===== src/rtl/geiger_gap_timer.sv =====
// geiger_gap_timer: saturating idle-cycle counter; o_timeout flags the GAP_MAX-th consecutive enabled cycle.
`default_nettype none
module geiger_gap_timer #(
    parameter int GAP_MAX = 16
) (
    input  logic clk,
    input  logic rst_n,
    input  logic i_clr,
    input  logic i_en,
    output logic o_timeout
);
    localparam int CNT_W = $clog2(GAP_MAX + 1);

    logic [CNT_W-1:0] r_count;

    assign o_timeout = i_en && !i_clr && (r_count >= CNT_W'(GAP_MAX - 1));

    always_ff @(posedge clk or negedge rst_n) begin
        if (!rst_n) begin
            r_count <= '0;
        end else if (i_clr) begin
            r_count <= '0;
        end else if (i_en && (r_count != CNT_W'(GAP_MAX))) begin
            r_count <= r_count + 1'b1;
        end
    end
endmodule
`default_nettype wire


===== config.mk =====
export PLATFORM = sky130hd
export DESIGN_NAME = geiger_gap_timer
export DESIGN_NICKNAME = d
export VERILOG_FILES = /design/src/rtl/geiger_gap_timer.sv
export SDC_FILE = /design/constraint.sdc
export NUM_CORES = 1
export LEC_CHECK = 0
export ABC_AREA = 1
export BUFFER_PORTS_ARGS = -buffer_cell sky130_fd_sc_hd__buf_2
export CORE_AREA = 2 2 39 41
export DETAILED_ROUTE_END_ITERATION = 16
export DIE_AREA = 0 0 41 43
export SLEW_MARGIN = 25
export SYNTH_ARGS = -nofsm -noshare
export SYNTH_HDL_FRONTEND = slang
export SYNTH_SLANG_ARGS = --single-unit
export TNS_END_PERCENT = 5

===== constraint.sdc =====
create_clock -name clk -period 1.73 [get_ports clk]
set_clock_uncertainty 0.1 [all_clocks]
set_input_delay 0.173 -clock clk [delete_from_list [all_inputs] [get_ports clk]]
set_output_delay 0.173 -clock clk [all_outputs]
set_load 0.02 [all_outputs]

==> run summary <==
outcome = complete, no violations
Post-Synth XOR/XNOR Area = 0%
slew at the pin with the worst max-slew slack = 0.215 ns
Die X = 41 microns
Largest regs = r_count: 5 flops
Final HPWL DP = 468 microns
Congestion Overflow GR = 0
core area = 1380 sq um
max FFs per register = 5
routed via count = 329
Reg power frac = 41.8%
complex-gate fraction of the synthesized area = 1.47%
yosys warns = 0
NumNets Final = 68
largest family of logic cells by synthesized area = simple AND/OR/NAND/NOR gates
critical path data required time = 1.46 ns
largest reg by FF count = r_count
switching share of power = 23.7%
Worst slew margin = 85.7%
Clock Sinks = 5
Initial Utilization = 24.6%
number of hold violations in the final report = 0
Place WS = 0.210 ns
WL per Instance = 9.22 microns
# setup viols final = 0
Mapped Cells = 46
crit path capture = o_timeout
FF-to-FF path depth = 9
final core occ = 34.2%
Tot GR Track Use = 10.0%
Worst-Skew Late Latency = 0.24 ns
Cell Int Power = 0.230 mW
clk buf depth = 2
Gate power share = 15.4%
Tcrit/Tclk final = 97.5%
die area = 1760 sq um
Switch Pwr = 0.0714 mW
r2r endpoint = r_count[3]$_DFFE_PN0P_
startpoint types = register
Reg clk slew, reported paths = 0.04 ns
IO Pins = 5
setup ws final = 0.0437 ns
syn avg cell area = 7.40 sq um
mux share of post-synthesis cell area = 0%
Seq cells post-synth = 5
CTS tree = yes
diode count = 0
Synth Area in Adders = 11.0%
post-synthesis simple-gate area fraction = 45.2%
IO buf count = 4
DRT Wirelength = 701 microns
number of core rows = 14
crit end category = output port
Die Ht = 43 microns
crit path from = r_count[0]$_DFFE_PN0P_
Syn Std Cell Area = 340 sq um
Power per Cell Area = 638 nW/um^2
Post-DRT Antenna Nets = 0
share of layout cells above drive strength 1 = 38.3%
Yosys cell types = 13
critical path type = register to output port
DR pass1 iterations = 3
largest net degree at the start of global routing = 11
RePlAce Congestion = 0.785
leakage power = 0.232 nW
vias in the first global route = 323
initial antenna violation count = 0
fmax = 593 MHz
vias per inst = 4.33
Slew Limit Fails = 0
Critical R2R Launch = r_count[0]$_DFFE_PN0P_
area added between synthesis and finish = 39.0%
H-Tree Depth = 1
Final min period = 1.69 ns
crit-path max FO = 2
clock tree root driver cell = clkbuf_4
flop-to-flop setup slack = 0.21 ns
syn_nets = 53
Residual DRC = 0
Arr. time, crit path = 1.41 ns
DRT iter0 DRCs = 2
RSZ-0062 raised after global routing = true
CTS buffer count = 3
WHS = 0.112 ns
VDD IR max = 332 uV
maxcap violations = 0
first-pass GRT wire length = 1.19 mm
clock network power share = 42.8%
Seq/Total Area, Yosys = 36.8%
Hold WC Path Type = input port to register
-- cell families after synthesis --
family | after synthesis
buffers and inverters | 5
AO/OA/AOI/OAI | 1
adder cells (fa/ha/maj) | 3
AND/OR/NAND/NOR | 32
flip-flops | 5
-- power groups by stage --
stage | Sequential (mW) | Combinational, mW | Clock, mW
6_report | 0.126 | 0.0464 | 0.129
3_3_place_gp | 0.129 | 0.0301 | 0
3_5_place_dp | 0.129 | 0.0304 | 0
2_1_floorplan | 0.128 | 0.0192 | 0
5_1_grt | 0.126 | 0.0517 | 0.147
4_1_cts | 0.125 | 0.0403 | 0.135
-- per-stage QoR --
step	cell area, sq um	setup TNS, ns	cells	power (mW)
6_report	473	0	76	0.302
2_1_floorplan	340	0	46	0.147
4_1_cts	432	0	73	0.301
5_1_grt	473	-0.0557	76	0.325
3_3_place_gp	380	0	66	0.159
3_5_place_dp	380	0	66	0.160
-- synth_stat cells, drive strengths merged --
| cell | number | share of area [%] |
|---|---|---|
| dfrtp | 5 | 37 |
| nand2 | 15 | 19 |
| ha | 3 | 11 |
| inv | 5 | 5.5 |
| a21oi | 1 | 1.5 |
| nand4 | 3 | 5.5 |
| nand3 | 7 | 12 |
| nor2 | 7 | 8.5 |
-- worst min path at each step --
| stage | start | to | slack (ns) | cells after the start |
|---|---|---|---|---|
| finish | i_clr | r_count[3]$_DFFE_PN0P_ | 0.11 | 4 |
| global route | i_clr | r_count[3]$_DFFE_PN0P_ | 0.11 | 4 |
| CTS | i_clr | r_count[3]$_DFFE_PN0P_ | 0.11 | 4 |
| detailed placement | rst_n | r_count[3]$_DFFE_PN0P_ | -0.11 | 1 |
| global placement | rst_n | r_count[2]$_DFFE_PN0P_ | -0.11 | 1 |
| floorplan | rst_n | r_count[0]$_DFFE_PN0P_ | -0.22 | 0 |
-- worst max-delay path: stages, from the launching register on --
cell     delay (ns)
dfrtp_1        0.36
ha_2           0.19
nand2_2        0.06
nor2_2         0.11
ha_2           0.17
nor2_2         0.03
a21oi_2        0.11
buf_4          0.15
-- layer usage --
layer  track usage (%)  routed length, microns  share of wire (%)  up-vias
li1                  -                       -                  -      178
met1              11.9                     312                 45      149
met2              15.0                     382                 54        2
met3              1.57                       6               0.86        0
met4              8.00                       0                  0        0
met5                 0                       0                  0        -
-- layout make-up --
| class | instances | area (sq um) |
|---|---|---|
| clock buffers | 4 | 26.3 |
| multi-input cells | 36 | 213 |
| repair buffers | 10 | 70.1 |
| well taps | 16 | 20.0 |
| fillers | 147 | 911 |
| flip-flops and latches | 5 | 125 |
| inverters | 5 | 18.8 |
-- layout by cell type, fill, tap and decap left out --
master         instances
nor2_2                 3
inv_2                  1
clkbuf_1               1
nand3_2                1
ha_1                   1
nand2_4                1
ha_2                   2
dlygate4sd3_1          1
a21oi_2                1
clkbuf_4               3
buf_2                  3
nand4_1                3
nand3_1                6
dfrtp_1                5
nand2_2                2
nand2_1               12
inv_1                  4
buf_4                  6
nor2_1                 4
-- timing repair --
| action | CTS | global route |
|---|---|---|
| endpoints found under the hold margin | 5 | 0 |
| buffers inserted | 2 | 3 |
| gates resized for setup | 0 | 7 |
| gates cloned | 0 | 0 |
| hold buffers | 1 | 0 |
| pin swaps | 0 | 4 |
| setup endpoints to repair | 1 | 1 |
Power figures use the tool's default switching activity.
